## config.mk

```make
export PLATFORM = sky130hd
export DESIGN_NAME = pc_update_unit
export DESIGN_NICKNAME = d
export VERILOG_FILES = /design/src/rtl/pc_update_unit.sv
export SDC_FILE = /design/constraint.sdc
export NUM_CORES = 1
export LEC_CHECK = 0
export CAP_MARGIN = 20
export CORE_MARGIN = 5
export CORE_UTILIZATION = 45
export DETAILED_ROUTE_END_ITERATION = 12
export HOLD_SLACK_MARGIN = 0.12
export PLACE_DENSITY_LB_ADDON = 0.05
export SYNTH_ARGS = -nofsm -noshare
export SYNTH_HDL_FRONTEND = slang
export SYNTH_SLANG_ARGS = --single-unit
```

## constraint.sdc

```tcl
create_clock -name clk -period 7.9 [get_ports clk]
set_input_delay 1.185 -clock clk [delete_from_list [all_inputs] [get_ports clk]]
set_output_delay 1.185 -clock clk [all_outputs]
set_load 0.005 [all_outputs]
```

## src/rtl/pc_update_unit.sv

```systemverilog
// pc_update_unit: KGP-RISC PC owner, fetch sequencer and branch resolver.
// Optional feature macro: PC_MISALIGN_TRAP_EN (jr to an unaligned target halts and sets misalign_err).
module pc_update_unit #(
   parameter logic [31:0] RESET_VECTOR = 32'h0000_0000
) (
   input  logic        clk,
   input  logic        rst_n,
   output logic        imem_req,
   output logic [31:0] imem_addr,
   input  logic        imem_ack,
   input  logic        dec_valid,
   input  logic [2:0]  br_op,
   input  logic        is_jr,
   input  logic [31:0] jr_target,
   input  logic [31:0] offset_ext,
   input  logic        flag_z,
   input  logic        flag_c,
   input  logic        flag_s,
   input  logic        halt,
   output logic [31:0] pc,
   output logic        link_we,
   output logic [31:0] link_data,
   output logic        taken,
`ifdef PC_MISALIGN_TRAP_EN
   output logic        misalign_err,
`endif
   output logic        halted
);
   typedef enum logic [1:0] {FETCH, DECODE, UPDATE, HALT} state_t;
   state_t state, state_nx;
   logic [2:0]  op_r;
   logic        jr_r, z_r, c_r, s_r;
   logic [31:0] tgt_r, off_r;
   logic [31:0] pc4, br_tgt, jr_addr, pc_nx;
   logic        cond, redirect, jr_bad, is_bl;
   assign imem_addr = pc;
   assign halted = state == HALT;
   assign is_bl = op_r == 3'd2;
`ifdef PC_MISALIGN_TRAP_EN
   assign jr_bad = jr_r && (tgt_r[1:0] != 2'b00);
   assign jr_addr = tgt_r;
`else
   assign jr_bad = 1'b0;
   assign jr_addr = {tgt_r[31:2], 2'b00};
`endif
   // Branch resolution from the latched decode bundle, and next-state selection.
   always_comb begin
      pc4 = pc + 32'd4;
      br_tgt = pc4 + {off_r[29:0], 2'b00};
      cond = (op_r == 3'd1) || (op_r == 3'd2) ||
             (op_r == 3'd3 && z_r) || (op_r == 3'd4 && !z_r) ||
             (op_r == 3'd5 && c_r) || (op_r == 3'd6 && !c_r) ||
             (op_r == 3'd7 && s_r);
      redirect = jr_r || cond;
      pc_nx = jr_r ? jr_addr : cond ? br_tgt : pc4;
      state_nx = state;
      case (state)
         FETCH:   state_nx = (imem_req && imem_ack) ? DECODE : FETCH;
         DECODE:  state_nx = dec_valid ? (halt ? HALT : UPDATE) : DECODE;
         UPDATE:  state_nx = jr_bad ? HALT : FETCH;
         default: state_nx = HALT;
      endcase
   end
   // State, PC, fetch request and one-cycle strobes.
   always_ff @(posedge clk or negedge rst_n) begin
      if (!rst_n) begin
         state <= FETCH;
         pc <= RESET_VECTOR;
         imem_req <= 1'b0;
         link_we <= 1'b0;
         link_data <= 32'h0;
         taken <= 1'b0;
      end else begin
         state <= state_nx;
         imem_req <= state_nx == FETCH;
         link_we <= state == UPDATE && is_bl;
         taken <= state == UPDATE && !jr_bad && redirect;
         if (state == UPDATE && !jr_bad) pc <= pc_nx;
         if (state == UPDATE && is_bl) link_data <= pc4;
      end
   end
   // Decode bundle is captured only when DECODE sees dec_valid.
   always_ff @(posedge clk or negedge rst_n) begin
      if (!rst_n) begin
         op_r <= 3'd0;
         jr_r <= 1'b0;
         tgt_r <= 32'h0;
         off_r <= 32'h0;
         z_r <= 1'b0;
         c_r <= 1'b0;
         s_r <= 1'b0;
      end else if (state == DECODE && dec_valid) begin
         op_r <= br_op;
         jr_r <= is_jr;
         tgt_r <= jr_target;
         off_r <= offset_ext;
         z_r <= flag_z;
         c_r <= flag_c;
         s_r <= flag_s;
      end
   end
`ifdef PC_MISALIGN_TRAP_EN
   // Sticky misaligned-jr flag.
   always_ff @(posedge clk or negedge rst_n) begin
      if (!rst_n) misalign_err <= 1'b0;
      else if (state == UPDATE && jr_bad) misalign_err <= 1'b1;
   end
`endif
endmodule

```

### Yosys cells after proc, flatten, opt, wreduce, memory -nomap -nowiden

Index checks and enable logic that the tools add are counted.
W data, S select, Z words.

| operators by class | value |
|---|---|
| add/subtract/negate cells | 2 |
| equal/unequal tests | 10 |
| muxes and demuxes | 6 |
| reduce and logical (&&, ||, !) cells | 20 |

Operator list:

| kind | count |
|---|---|
| $mux W32 | 2 |
| $add A32 B3 Y32 const B | 1 |
| $add A32 B32 Y32 | 1 |
| $eq A3 B3 Y1 const B | 4 |
| $logic_and A1 B1 Y1 | 9 |
| $logic_or A1 B1 Y1 | 7 |
| $eq A3 B2 Y1 const B | 2 |
| $pmux W2 S3 | 1 |
| $eq A2 B2 Y1 const B | 2 |
| $logic_not A2 Y1 | 2 |
| $eq A3 B1 Y1 const B | 1 |
| $eq A2 B1 Y1 const B | 1 |
| $logic_not A1 Y1 | 2 |
| $mux W1 | 2 |
| $mux W2 | 1 |

| word-level totals | value |
|---|---|
| flip-flop bits (word level) | 138 |
| output and inout bits | 100 |
| word-level logic and storage cells | 51 |

### Depth between registers and ports, before layout

| depth | value |
|---|---|
| word-level depth | 9 |
| depth in mapped cells | 17 |

### Least setup slack after synthesis

No wires, ideal clock.

| path | value |
|---|---|
| kind | reg2reg |
| start point | reg pc[7], in the netlist imem_addr[7] |
| end point | reg pc[29], in the netlist imem_addr[29] |
| library setup time | 0.131 ns |
| arrival | 3.421 ns |
| required time | 7.769 ns |
| path slack | 4.347 ns |
| cell stages (with the launch flop) | 17 |
| buffers on the path | 2 |
| cell sequence | dfrtp_1 nand4_2 nor4_4 and2_0 buf_4 and3_4 xor2_2 ha_1 buf_2 a21oi_1 o21ai_1 a21o_1 a21o_1 a211oi_1 a2bb2oi_1 mux2i_1 or3_1 |

| on the way | value |
|---|---|
| longest elaborated chain between the ends | 4 |

Ends and longest elaborated chain:

| element | RTL line | text |
|---|---|---|
| start, declared | 20 | `output logic [31:0] pc,` |
| start signal, assigned | 78 | `if (state == UPDATE && !jr_bad) pc <= pc_nx;` |
| $add A32 B3 Y32 | 48 | `pc4 = pc + 32'd4;` |
| net pc4[20] | 34 | `logic [31:0] pc4, br_tgt, jr_addr, pc_nx;` |
| $add A32 B32 Y32 | 49 | `br_tgt = pc4 + {off_r[29:0], 2'b00};` |
| $mux W32 (2 in a row) | 55 | `pc_nx = jr_r ? jr_addr : cond ? br_tgt : pc4;` |

The timed path passes the listed nets, and every way through them passes these cells.
A chain may end at the register's enable or synchronous reset.

### Final worst setup path

Ends and elaborated chain as after synthesis.

==> impl_metrics.tcl <==
set metrics [dict create \
    core_um2 17300 \
    ys_seq_elements 132 \
    avgSynthCellArea_um2 10.0 \
    start_util_pct 45.9 \
    drt_iter0_drc 404 \
    ys_seq_area_share_pct 41.6 \
    utilization_pct 59.1 \
    final_nets 1034 \
    dr.pass1.iters 7 \
    critPathMaxFanout 9 \
    fin_crit_ps 4540 \
    postSynthCellCount 791 \
    power.leakage_nw 4.37 \
    power_mw 5.17 \
    crit_required_ps 8200 \
    drive_above_1_share_pct 15.5 \
    area_growth_syn_to_layout_pct 28.7 \
    clkPwrFrac_pct 15.7 \
    hold_path.class "reg -> reg" \
    switching_share_pct 43.5 \
    clk_path_buf_depth 2 \
    synth_top_family_by_area "compound AO/OA/AOI/OAI gates" \
    reg2reg_to "imem_addr[29]" \
    fin_tns_setup_ps 0 \
    grt_max_degree 83 \
    max-vdd-ir-drop_mv 0.246 \
    cts_setup_buffers 0 \
    cts-resized-gates 0 \
    synth_edf_count 0 \
    vias 6689 \
    drv_cap 0 \
    worstHoldEndpoint "link_data[26]" \
    synth-main-ff-cell "dfrtp_1" \
    antenna_cells 0 \
    routed_via_density 5.78 \
    hold_buffers 0 \
    synthAdderAreaFrac_pct 5.92 \
    pwr-share-comb_pct 58.6 \
    numCtsBuffers 17 \
    clockRootBuffer "clkbuf_16" \
    dpl.cell_count 1124 \
    die_h_um 143 \
    switchingPower_mw 2.25 \
    clock_skew_ps 13.6 \
    synth_xor_area_share_pct 5.17 \
    mostFrequentLayoutCell "clkdlybuf4s50_1" \
    synth_compound_area_share_pct 15.2 \
    internal-power_mw 2.92 \
    r2r_start "imem_addr[7]" \
    endpoint_kind "flip-flop" \
    antenna_found_initial 0 \
    postRouteAntennaNets 0 \
    clk_pin_slew_ps 60 \
    fmax_ghz 0.220 \
    final_cell_mix "164 x clkdlybuf4s50_1, 132 x dfrtp_1, 88 x mux2_2, 78 x nand2_1, 51 x o21ai_0" \
    fin_cells 1158 \
    yosysWarnings 0 \
    status "complete, no violations" \
    n_fill_cell 1483 \
    fp.dieW_um 143 \
    num_rows 48 \
    cts_tree "done" \
    slew_violations 0 \
    grt_usage_pct 23.6 \
    clock_latency_ps 430 \
    setup_viol 0 \
    max-slew-margin-rel_pct 32.2 \
    post-route-drc-count 0 \
    synth-simple-area-share_pct 13.3 \
    routed_wl_mm 23.8 \
    htreeDepth 4 \
    finalCritPeriodShare_pct 57.4 \
    synthMuxAreaShare_pct 13.0 \
    rsz0062_at_grt "false" \
    overflow 0 \
    worstSetupPathType "reg -> reg" \
    grt_first_pass_wirelength_mm 37.5 \
    synthArstFlopShare_pct 100 \
    placed_cell_area_um2 9550 \
    cts_num_sinks 132 \
    design_area_um2 10200 \
    regToRegSetupSlack_ps 3360 \
    synth_cell_types 71 \
    arrival_ps 4830 \
    worstHoldPathCells 2 \
    r2r_cells 14 \
    avgRoutedWirePerCell_um 20.6 \
    gp_congestion 0.914 \
    synth_area_um2 7940 \
    worst_pin_slew_ps 1020 \
    grt_pass1_vias 6871 \
    p_seq_share_pct 25.7 \
    p_per_area_nw_per_um2 505 \
    hold_violations 0 \
    crit_path_start_kind "flip-flop" \
    io_buffers 165 \
    dp_hpwl_mm 17.0 \
    dieArea_um2 20400 \
    io_pins 176 \
    worstHoldStart "link_data[26]" \
]
[worst max-delay path: stages (launching register included)]
cell and delay [ps]:
dfrtp_1 530, nand4_2 200, nor4_4 550, and2_0 540, and3_4 280, xor2_2 210
ha_1 370, a21oi_1 200, o21ai_1 110, a21o_1 190, a21o_1 170, a211oi_1 230
a2bb2oi_1 400, mux2i_1 120, or3_1 310
[area by class of cell]
class / instances / area [um^2] / share of cell area [%]
Multi-Input combinational cell: 580 / 4210 / 41.2
Sequential cell: 132 / 3300 / 32.3
Timing Repair Buffer: 175 / 1770 / 17.3
Clock buffer: 17 / 425 / 4.16
Tap cell: 225 / 282 / 2.75
Clock inverter: 14 / 176 / 1.73
Inverter: 15 / 56.3 / 0.551
[Yosys cell counts, types with 3 or more instances]
library cell | count | area (um^2)
a211o_1 | 4 | 35.0
a211oi_1 | 6 | 45.0
a21o_1 | 13 | 97.6
a21oi_1 | 41 | 205
a221oi_1 | 6 | 52.6
a31oi_1 | 10 | 62.6
and3_1 | 8 | 50.1
and4_1 | 6 | 52.6
buf_1 | 9 | 33.8
buf_4 | 37 | 278
clkbuf_1 | 20 | 75.1
dfrtp_1 | 132 | 3300
ha_1 | 36 | 450
inv_1 | 15 | 56.3
mux2_2 | 88 | 991
mux2i_1 | 4 | 40.0
nand2_1 | 78 | 293
nand3_1 | 26 | 130
nand4_1 | 10 | 62.6
nor2_1 | 45 | 169
nor2b_1 | 4 | 25.0
nor3_1 | 10 | 50.1
o211ai_1 | 5 | 37.5
o21a_1 | 10 | 75.1
o21ai_0 | 51 | 255
o22ai_1 | 8 | 50.1
o2bb2ai_1 | 3 | 26.3
o31ai_1 | 4 | 30.0
or3_1 | 8 | 50.1
xnor2_1 | 20 | 175
xor2_1 | 25 | 219
[flip-flops by register name (all words and copies together) (netlist names)]
register and flops:
tgt_r 30, z_r 1, op_r 3, imem_req 1, taken 1, off_r 30
link_we 1, s_r 1, jr_r 1, c_r 1, state 2, link_data 30
imem_addr 30
[per-stage QoR]
stage / setup WS (ps) / hold WS, ps
global placement: 3410 / 463
floorplan: 4350 / 470
CTS: 3360 / 494
finish: 3360 / 485
detailed placement: 3370 / 480
global route: 3080 / 506
[worst max-delay path by stage]
stage / slack (ps) / startpoint / endpoint / cells past startpoint
after floorplan: 4350 / imem_addr[7] / imem_addr[29] / 16
after global placement: 3410 / imem_addr[7] / imem_addr[29] / 14
after detailed placement: 3370 / imem_addr[7] / imem_addr[29] / 14
after CTS: 3360 / imem_addr[7] / imem_addr[29] / 14
after global routing: 3080 / imem_addr[7] / imem_addr[29] / 14
final: 3360 / imem_addr[7] / imem_addr[29] / 14
[kinds of logic (layout without fill, tap and decap cells)]
| group | after synthesis | after routing |
|---|---|---|
| simple gates | 214 | 214 |
| mux | 92 | 92 |
| buf+inv | 84 | 221 |
| flops | 132 | 132 |
| fa+ha+maj | 37 | 37 |
| compound gates | 185 | 185 |
| other cells | 1 | 6 |
| xor+xnor | 46 | 46 |
[power by group through the flow]
stage          combinational [mW]  clock [mW]  sequential [mW]
5_1_grt                      3.31       0.853             1.38
3_3_place_gp                 2.93           0             1.32
3_5_place_dp                 2.98           0             1.33
4_1_cts                      3.01       0.827             1.33
6_report                     3.03       0.812             1.33
2_1_floorplan                2.01           0             1.25
[metal layers]
layer	track usage (%)	vias to the layer above	part of all wire, %
met4	8.35	0	2.6
met5	0	-	0
li1	-	3086	-
met3	4.42	40	5.1
met1	30.2	3311	43
met2	39.9	252	49
No activity file was read; power rests on OpenSTA's default activity.
